`src/rtl/tt_um_leg_solver.sv`:
```
// tt_um_leg_solver: other leg y = isqrt(r^2 - x^2) via shift-add squaring then restoring square root.
// A new run starts whenever the operands differ from the last captured pair.
module tt_um_leg_solver #(
    parameter bit ROUND = 1'b0
) (
    input  logic       clk,
    input  logic       rst_n,
    input  logic       ena,
    input  logic [7:0] ui_in,
    input  logic [7:0] uio_in,
    output logic [7:0] uo_out,
    output logic [7:0] uio_out,
    output logic [7:0] uio_oe
);
    typedef enum logic [1:0] {IDLE, SQUARE, ROOT, DONE} state_t;
    state_t state_q, state_d;
    logic [7:0] r_q, r_d, x_q, x_d, root_q, root_d, y_q, y_d;
    logic [15:0] sq_r_q, sq_r_d, sq_x_q, sq_x_d, d_q, d_d, sq_r_nx, sq_x_nx;
    logic [9:0] rem_q, rem_d;
    logic [2:0] cnt_q, cnt_d;
    logic [11:0] trial;
    logic ge;
    assign uio_out = 8'h00;
    assign uio_oe = 8'h00;
    assign uo_out = y_q;
    assign sq_r_nx = sq_r_q + (r_q[cnt_q] ? ({8'd0, r_q} << cnt_q) : 16'd0);
    assign sq_x_nx = sq_x_q + (x_q[cnt_q] ? ({8'd0, x_q} << cnt_q) : 16'd0);
    // Next radicand pair, MSB pair first, appended to the running remainder
    assign trial = {rem_q, d_q[{~cnt_q, 1'b0} +: 2]};
    assign ge = trial >= {2'b00, root_q, 2'b01};
    always_comb begin
        state_d = state_q;
        r_d = r_q;
        x_d = x_q;
        sq_r_d = sq_r_q;
        sq_x_d = sq_x_q;
        d_d = d_q;
        root_d = root_q;
        rem_d = rem_q;
        cnt_d = cnt_q;
        y_d = y_q;
        case (state_q)
            IDLE: if ({ui_in, uio_in} != {r_q, x_q}) begin
                r_d = ui_in;
                x_d = uio_in;
                sq_r_d = '0;
                sq_x_d = '0;
                d_d = '0;
                root_d = '0;
                rem_d = '0;
                cnt_d = '0;
                state_d = SQUARE;
            end
            SQUARE: begin
                sq_r_d = sq_r_nx;
                sq_x_d = sq_x_nx;
                cnt_d = cnt_q + 3'd1;
                if (cnt_q == 3'd7) begin
                    d_d = (x_q >= r_q) ? 16'd0 : sq_r_nx - sq_x_nx;
                    state_d = ROOT;
                end
            end
            ROOT: begin
                rem_d = ge ? trial[9:0] - {root_q, 2'b01} : trial[9:0];
                root_d = {root_q[6:0], ge};
                cnt_d = cnt_q + 3'd1;
                state_d = (cnt_q == 3'd7) ? DONE : ROOT;
            end
            default: begin
                y_d = (ROUND && rem_q > {2'b00, root_q} && root_q != 8'hFF) ? root_q + 8'd1 : root_q;
                state_d = IDLE;
            end
        endcase
    end
    always_ff @(posedge clk or negedge rst_n) begin
        if (!rst_n) begin
            state_q <= IDLE;
            r_q <= '0;
            x_q <= '0;
            sq_r_q <= '0;
            sq_x_q <= '0;
            d_q <= '0;
            root_q <= '0;
            rem_q <= '0;
            cnt_q <= '0;
            y_q <= '0;
        end else if (ena) begin
            state_q <= state_d;
            r_q <= r_d;
            x_q <= x_d;
            sq_r_q <= sq_r_d;
            sq_x_q <= sq_x_d;
            d_q <= d_d;
            root_q <= root_d;
            rem_q <= rem_d;
            cnt_q <= cnt_d;
            y_q <= y_d;
        end
    end
endmodule

```
`config.mk`:
```
export PLATFORM = sky130hd
export DESIGN_NAME = tt_um_leg_solver
export DESIGN_NICKNAME = d
export VERILOG_FILES = /design/src/rtl/tt_um_leg_solver.sv
export SDC_FILE = /design/constraint.sdc
export NUM_CORES = 1
export LEC_CHECK = 0
export ABC_CLOCK_PERIOD_IN_PS = 9300
export CAP_MARGIN = 20
export CORE_ASPECT_RATIO = 1.25
export CORE_MARGIN = 10
export CORE_UTILIZATION = 62
export DETAILED_ROUTE_END_ITERATION = 10
export PLACE_DENSITY = 0.79
export SLEW_MARGIN = 20
export SYNTH_ARGS = -nofsm -noshare
export SYNTH_HDL_FRONTEND = slang
export SYNTH_SLANG_ARGS = --single-unit
```
`constraint.sdc`:
```
create_clock -name clk -period 9.3 [get_ports clk]
set_input_delay 2.79 -clock clk [delete_from_list [all_inputs] [get_ports clk]]
set_output_delay 2.79 -clock clk [all_outputs]
set_load 0.005 [all_outputs]
```
==> metrics.csv, run 1 <==
metric,value,unit
clock.fmax,179,MHz
drv_slew,0,
die_area,17000,um^2
cts_tree,done,
coreArea,12000,um^2
final_common_cell,dfrtp_1,
routedWlPerCell,18.5,um
portBuffers,26,
via_count,6300,
syn_inst,833,
io-pin-count,43,
grt_pass1_vias,6393,
period_share,60.1,%
finClkSkew,9.81,ps
fill_cells,977,
rows,45,
required,9540,ps
status,"finished, final reports clean",
slew_headroom,36.8,%
n_antenna_cell,0,
startpoint,cnt_q[0],
first_pass_iters,5,
crit_type,register to register,
antenna_found_initial,1,
synth_top_family_by_area,compound AO/OA/AOI/OAI gates,
ant_nets,0,
maxCapViolations,0,
final_cell_mix,"dfrtp_1 (95), ha_1 (70), o21ai_0 (68), nor2_1 (57), nand2_1 (55)",
hp-class,register to register,
synthSimpleGateAreaFrac,15.1,%
routed_wirelength,18.7,mm
gp_congestion,0.928,
hpwl,14.2,mm
yosys_warnings,0,
setup_viol,0,
synth_edf_count,0,
h-tree-depth,3,
clock_path_buffers,2,
yosysSeqAreaShare,31.5,%
die_y,143,um
clk_pin_slew_worst_paths,70,ps
fin_nets,935,
hold_path_startpoint,uo_out[4],
path_max_fanout,37,
hold_buffers,0,
clkLatencyLatePin,350,ps
tns,0,ps
worst_pin_slew,945,ps
routed_via_density,6.23,
r2r_slack,3710,ps
post_cts_buffers,0,
synthMuxAreaShare,9.49,%
start_util,62.7,%
netlist_area,7550,um^2
synthDistinctLibCells,70,
area_growth,8.05,%
grt_pass1_wl,30.7,mm
synth_xor_area_share,7.29,%
hold_viol,0,
clock-sinks,95,
cts-root-buf,clkbuf_16,
ys_seq_elements,95,
period_needed,5590,ps
drive_above_1_share,8.62,%
grt.overflow.total,0,
critPathLaunchType,register,
cts_buffers,9,
grt_max_degree,53,
cp-end-kind,register,
syn_area_per_cell,9.07,um^2
die_x,119,um
synthArstFlopShare,100,%
arrival,5830,ps
rsz0062_at_grt,false,
synthAdderAreaFrac,12.4,%
post-route-drc-count,0,
synth_compound_area_share,18.6,%
grt_util_all_layers,21.9,%
dr.first_iter.drc_count,477,
r2r_start,cnt_q[0],
cts_resized,0,
synthFlopType,dfrtp_1,
-- worst max-delay path, stage by stage, from the launching register on --
cell,delay (ps)
dfrtp_1,330
buf_4,430
mux4_2,570
nand2_1,120
and2_1,270
nor2_1,80
ha_1,350
a21oi_1,190
o21ai_2,100
o311a_1,360
o21ai_1,300
a21oi_1,110
or2_1,250
xor2_1,170
ha_1,370
a21o_1,210
a21oi_1,230
inv_1,60
a31oi_1,140
a31oi_1,80
o21a_1,140
o311ai_1,290
xor2_1,120
a22o_1,210
-- logic make-up after synthesis --
kind of cell	count (synthesis)
AO/OA/AOI/OAI	220
adder cells (fa/ha/maj)	73
AND/OR/NAND/NOR	231
XOR/XNOR	59
multiplexers	58
other	1
buffers and inverters	96
flip-flops	95
-- path summary, 6_finish.rpt --
path / end / cells past startpoint
worst max register to register: d_q[15] / 23
min in group asynchronous: rem_q[6] / 1
worst min-delay path: uo_out[4] / 2
worst max-delay path: d_q[15] / 23
max in group asynchronous: sq_r_q[13] / 2
worst min register to register: uo_out[4] / 2
-- metrics by stage --
step                      setup WS [ps]  std cells  area [um^2]  utilization, %  hold slack, ps
final                              3710       1011         8160            67.7             484
after global routing               3320       1011         8160            67.7             523
after CTS                          3740       1011         8160            67.7             487
after detailed placement           3760        996         7890            65.5             473
after global placement             3860        996         7890            65.5             465
after floorplan                    3940        848         7610               -             456
-- cell type report --
| class | count | area [um^2] | area share [%] |
|---|---|---|---|
| Inverter | 45 | 169 | 2.07 |
| Clock buffer | 12 | 256 | 3.14 |
| Timing Repair Buffer | 35 | 325 | 3.99 |
| Sequential cell | 95 | 2380 | 29.1 |
| Tap cell | 164 | 205 | 2.51 |
| Multi-Input combinational cell | 657 | 4810 | 58.9 |
| Clock inverter | 3 | 18.8 | 0.230 |
-- sequential cells by signal (all words and copies together) (netlist names) --
name and count:
rem_q 10, uo_out 8, root_q 8, r_q 8
sq_x_q 16, sq_r_q 16, d_q 16, state_q 2
x_q 8, cnt_q 3
-- per-layer routing --
metal	global-route usage [%]	vias to the layer above	wire [um]
met1	24.5	3045	7580
met4	12.3	0	817
met2	38.7	200	9380
li1	-	2991	-
met5	0	-	0
met3	4.00	64	919
-- synthesized netlist by cell type (5+ instances only) --
cell       n  area, um^2
a31oi_1    5        31.3
buf_1      5        18.8
a211oi_1  12        90.1
a22o_1    16         140
o211ai_1   6        45.0
dfrtp_1   95        2380
mux4_2     8         180
o21bai_1   6        45.0
o21ai_0   68         340
nor3_1     5        25.0
and2_1     6        37.5
a21oi_1   48         240
nor2_1    57         214
nand3_1   52         260
inv_1     45         169
nor2b_1   10        62.6
nand2_1   55         206
a21o_1    21         158
xor2_1    22         193
clkbuf_1  28         105
xnor2_1   35         307
nand2b_1   9        56.3
o21a_1     5        37.5
mux2i_1   23         230
and3_1     9        56.3
buf_4     16         120
mux2_2    26         293
ha_1      70         876
Power of run 1 is left out: the tool's default activity adds up to more than one toggle a clock period on the data nets, which glitch-free logic cannot reach.
==> inputs of run 2 (changes only) <==
Settings changed: ABC_CLOCK_PERIOD_IN_PS 9300 to 4890, CORE_UTILIZATION 62 to 55, PLACE_DENSITY 0.79 to 0.74.
Clock period 9.3 ns to 4.89 ns, I/O delays scaled along.
==> run 2 against run 1 <==
  * Clock skew rose by 3.3 ps
  * Sequential share of layout area fell by 2.1 points
  * Count of clock-buffer cells in the layout fell by 1
  * Final area rose by 7.8%
  * Register-to-register slack got worse by 3600 ps
  * Setup slack got worse by 3600 ps
  * Worst hold slack improved by 6.1 ps
==> metrics.csv, run 2 (synthesis gave the netlist of run 1 again) <==
metric,value,unit,change
cts-root-buf,clkbuf_16,,
place_worst_setup_slack,-46.7,ps,-3800 ps
routed_wirelength,20.3,mm,+8.8%
routedWlPerCell,19.2,um,+3.7%
die_y,151,um,+5.3%
fin_nets,977,,+4.5%
grt_max_degree,49,,-7.5%
clock.fmax,210,MHz,+17%
period_share,97.4,%,+37 points
grt_util_all_layers,20.8,%,-1.2 points
rows,47,,+4.4%
slew_headroom,40.9,%,+4.1 points
required,5130,ps,-4410 ps
n_antenna_cell,0,,unchanged
finalWorstSetupSlack,125,ps,-3580 ps
final_common_cell,dfrtp_1,,
arrival,5000,ps,-830 ps
path_max_fanout,7,,-81%
crit_type,register to register,,
maxCapViolations,0,,unchanged
io-pin-count,43,,unchanged
grt.overflow.total,0,,unchanged
postLayoutCellArea,8800,um^2,+7.8%
drv_slew,0,,unchanged
clkLatencyLatePin,360,ps,about the same
worst_pin_slew,877,ps,-67.9 ps
postPlaceCellArea,8170,um^2,+3.6%
clock_path_buffers,2,,unchanged
drive_above_1_share,17.5,%,+8.9 points
period_needed,4770,ps,-829 ps
cp-end-kind,register,,
grt_pass1_wl,32.1,mm,+4.4%
dr.first_iter.drc_count,426,,-11%
hpwl,15.5,mm,+9.1%
tns,0,ps,unchanged
critPathLaunchType,register,,
setup_viol,0,,unchanged
first_pass_iters,5,,unchanged
hp-class,register to register,,
finClkSkew,13.1,ps,+3.32 ps
worst-path-buf-inv,4,,+2
hold_buffers,0,,unchanged
die_x,125,um,+5.1%
clock-sinks,95,,unchanged
coreArea,13300,um^2,+11%
fill_cells,1093,,+12%
area_growth,16.5,%,
via_count,6386,,+1.4%
status,"finished, final reports clean",,
clk_pin_slew_worst_paths,70,ps,about the same
gp_congestion,0.953,,+2.7%
final_cell_mix,"dfrtp_1 (93), o21ai_0 (62), ha_1 (61), nand2_1 (53), nand3_1 (52)",,
start_util,56.6,%,-6.1 points
antenna_found_initial,0,,-1
die_area,18900,um^2,+11%
ant_nets,0,,unchanged
h-tree-depth,3,,unchanged
routed_via_density,6.02,,-3.4%
cts_tree,done,,
grt_pass1_vias,6330,,-0.99%
path_delay_family,compound AO/OA/AOI/OAI gates,,
cts_buffers,9,,unchanged
slowest_delay,540,ps,-30 ps
crit_chain,"buf_6, mux4_2, nand2b_4, and2_4, buf_6, a211oi_2, ha_2, o21ai_0, a211oi_1, a41oi_1, buf_4, xnor2_1, ha_2, a21o_1, a21oi_2, buf_4, a31oi_1, o21a_1, o311ai_2, xor2_1, a22o_1",,
post-route-drc-count,0,,unchanged
hold_viol,0,,unchanged
portBuffers,26,,unchanged
crit_slowest_cell,mux4_2,,
largest_registers,"d_q x16, sq_r_q x16, sq_x_q x16",,
run 2: cell types whose count changed in the layout (fill, tap and decap cells not counted), sizes merged:
cell,delta
inv,+1
buf,+41
bufinv,+1
run 2: routing by layer:
| metal | wire length [um] | vias up | global-route usage (%) | part of all wire (%) |
|---|---|---|---|---|
| met1 | 8300 | 3112 | 23.8 | 41 |
| met5 | 0 | - | 0 | 0 |
| met3 | 763 | 46 | 2.76 | 3.8 |
| met4 | 727 | 0 | 9.52 | 3.6 |
| met2 | 10600 | 158 | 37.9 | 52 |
| li1 | - | 3070 | - | - |
run 2: final timing paths:
check,startpoint,slack [ps],cells past startpoint,endpoint
max,cnt_q[0],120,21,d_q[15]
min,uo_out[2],490,2,uo_out[2]
max reg2reg,cnt_q[0],120,21,d_q[15]
min reg2reg,uo_out[2],490,2,uo_out[2]
max in group asynchronous,rst_n,3230,2,cnt_q[0]
min in group asynchronous,rst_n,1210,2,rem_q[9]
run 2: tightest hold or removal path: stages, from the launching register on:
cell and delay (ps):
dfrtp_1 350, nand2_1 50, o21ai_0 60
run 2: final cells by class:
cell class                      count  area [um^2]  share of cell area (%)
Clock buffer                       11          253                    2.87
Clock inverter                      5         53.8                   0.611
Inverter                           45          169                    1.92
Multi-Input combinational cell    657         5030                    57.2
Sequential cell                    95         2380                    27.0
Tap cell                          171          214                    2.43
Timing Repair Buffer               77          698                    7.94
run 2: timing repair:
| item | 4_1_cts | 5_1_grt |
|---|---|---|
| buffers inserted | 0 | 6 |
| cloned | 0 | 1 |
| pin swaps | 0 | 28 |
| hold endpoints to repair | 0 | 0 |
| setup endpoints to repair | 1 | 2 |
| gates resized for setup | 1 | 55 |
run 2: metrics by stage:
stage	cells	util [%]	hold WS, ps
2_1_floorplan	848	-	456
3_3_place_gp	1038	61.2	466
3_5_place_dp	1038	61.2	481
4_1_cts	1054	63.6	496
5_1_grt	1061	65.9	519
6_report	1061	65.9	490
Power of run 2 is left out for the same reason.
==> inputs of run 3 (changes only) <==
Settings changed: RECOVER_POWER set to 50.
==> run 3 against run 2 <==
  * The flow now finishes with violations (capacitance limit, slew limit)
  * Die area is the same
  * Worst hold slack about the same
  * Final area barely moved
  * Non-clock buffer count stayed put
  * Fmax about the same
  * First-iteration DRC count did not move
  * Via count is essentially flat
  * Register-to-register slack about the same
  * Sequential share of layout area hardly changed
  * Critical endpoint unchanged
  * Largest cell class unchanged
==> metrics.csv, run 3 (synthesis gave the netlist of run 1 again) <==
metric,value,unit,change
status,"complete, but fails checks",,
violations,"capacitance limit, slew limit",,
antenna_found_initial,0,,unchanged
arrival,5000,ps,about the same
grt_busiest_layer,met2,,
required,5130,ps,about the same
finalNonFillerCells,1061,,unchanged
routed_via_density,6.01,,about the same
die_x,125,um,unchanged
largest_registers,"d_q x16, sq_r_q x16, sq_x_q x16",,
r2r_start,cnt_q[0],,
met1_usage,23.8,%,unchanged
hold_buffers,0,,unchanged
hp-class,register to register,,
io-pin-count,43,,unchanged
cts-root-buf,clkbuf_16,,
n_antenna_cell,0,,unchanged
cts_tree,done,,
final_common_cell,dfrtp_1,,
clock.fmax,210,MHz,about the same
worst_pin_slew,2660,ps,+1780 ps
fin_nets,977,,unchanged
place_worst_setup_slack,-46.7,ps,unchanged
hpwl,15.5,mm,unchanged
use_met3,2.76,%,unchanged
clkLatencyLatePin,360,ps,about the same
period_needed,4770,ps,+0.250 ps
first_pass_iters,5,,unchanged
area_growth,16.4,%,about the same
coreArea,13300,um^2,unchanged
grt_pass1_vias,6330,,unchanged
grt_max_degree,49,,unchanged
setup_viol,0,,unchanged
slew_headroom,-77.4,%,-120 points
multi_input_area,5030,um^2,unchanged
final_cell_mix,"dfrtp_1 (93), o21ai_0 (62), ha_1 (61), nand2_1 (53), nand3_1 (52)",,
routedWlPerCell,19.1,um,-0.18%
finalWorstSetupSlack,124,ps,-0.250 ps
worst_r2r_endpoint,d_q[15],,
post-route-drc-count,0,,unchanged
via_count,6381,,-0.078%
critPathLaunchType,register,,
r2r_slack,120,ps,about the same
die_area,18900,um^2,unchanged
finClkSkew,13.6,ps,+0.474 ps
hold_viol,0,,unchanged
r2r_cells,21,,unchanged
rows,47,,unchanged
seqCellArea,2380,um^2,unchanged
dp.cells,1038,,unchanged
clk_pin_slew_worst_paths,70,ps,about the same
cp-end-kind,register,,
period_share,97.5,%,about the same
maxCapViolations,2,,+2
dr.first_iter.drc_count,426,,unchanged
path_max_fanout,7,,unchanged
ant_nets,0,,unchanged
clock_path_buffers,2,,unchanged
drv_slew,97,,+97
h-tree-depth,3,,unchanged
die_y,151,um,unchanged
gp_congestion,0.953,,unchanged
grt.overflow.total,0,,unchanged
cts_buffers,9,,unchanged
drive_above_1_share,17.3,%,-0.22 points
grt_pass1_wl,32.1,mm,unchanged
portBuffers,26,,unchanged
hold_path_startpoint,uo_out[2],,
hold_depth,2,,unchanged
start_util,56.6,%,unchanged
fill_cells,1094,,+0.091%
crit_type,register to register,,
routed_wirelength,20.3,mm,-0.18%
grt_util_all_layers,20.8,%,unchanged
clock-sinks,95,,unchanged
holdPathEnd,uo_out[2],,
grt.met2_usage,37.9,%,unchanged
==> run 3: cell types whose count changed in the layout (fill, tap and decap cells not counted) <==
cell and delta:
clkdlybuf4s50_1 -1, buf_4 -3, clkbuf_4 +1, clkbuf_1 +2, dlygate4sd3_1 +1
==> run 3: layer usage <==
metal	vias to the layer above	wire length, um
li1	3072	-
met1	3105	8310
met2	152	10500
met3	52	726
met4	0	754
met5	-	0
==> run 3: what timing repair did <==
item,in CTS,in global routing
cloned,0,1
gates resized for setup,1,55
setup buffers,0,6
endpoints found under the setup margin,1,2
pin swaps,0,28
==> run 3: how the worst max path moves through the flow <==
stage               startpoint       to  slack (ps)  cells after the start
global placement      cnt_q[0]  d_q[15]          70                     23
detailed placement    cnt_q[0]  d_q[15]         -50                     23
global route          cnt_q[0]  d_q[15]         -60                     22
CTS                   cnt_q[0]  d_q[15]           7                     22
floorplan             cnt_q[0]  d_q[15]          10                     24
finish                cnt_q[0]  d_q[15]         120                     21
==> run 3: cell type report <==
class	instances	share of cell area, %
repair buffers	77	7.86
clock inverters	5	0.612
multi-input cells	657	57.2
clock buffers	11	2.88
flip-flops and latches	95	27.1
inverters	45	1.92
well taps	171	2.43
==> run 3: worst max-delay path: stages (launching register included) <==
cell	delay [ps]
dfrtp_2	430
buf_6	160
mux4_2	540
nand2b_4	110
and2_4	180
buf_6	130
a211oi_2	40
ha_2	370
o21ai_0	100
a211oi_1	310
a41oi_1	210
buf_4	180
xnor2_1	360
ha_2	340
a21o_1	150
a21oi_2	70
buf_4	130
a31oi_1	210
o21a_1	170
o311ai_2	110
xor2_1	160
a22o_1	180
==> run 3: metrics by stage <==
| step | hold slack [ps] | utilization (%) | instance area [um^2] | TNS, ps |
|---|---|---|---|---|
| after global placement | 466 | 61.2 | 8170 | 0 |
| after detailed placement | 481 | 61.2 | 8170 | -46.7 |
| after global routing | 519 | 65.9 | 8790 | -55.1 |
| after floorplan | 456 | - | 7630 | 0 |
| final | 491 | 65.9 | 8790 | 0 |
| after CTS | 496 | 63.6 | 8490 | 0 |
Power of run 3 is left out for the same reason.
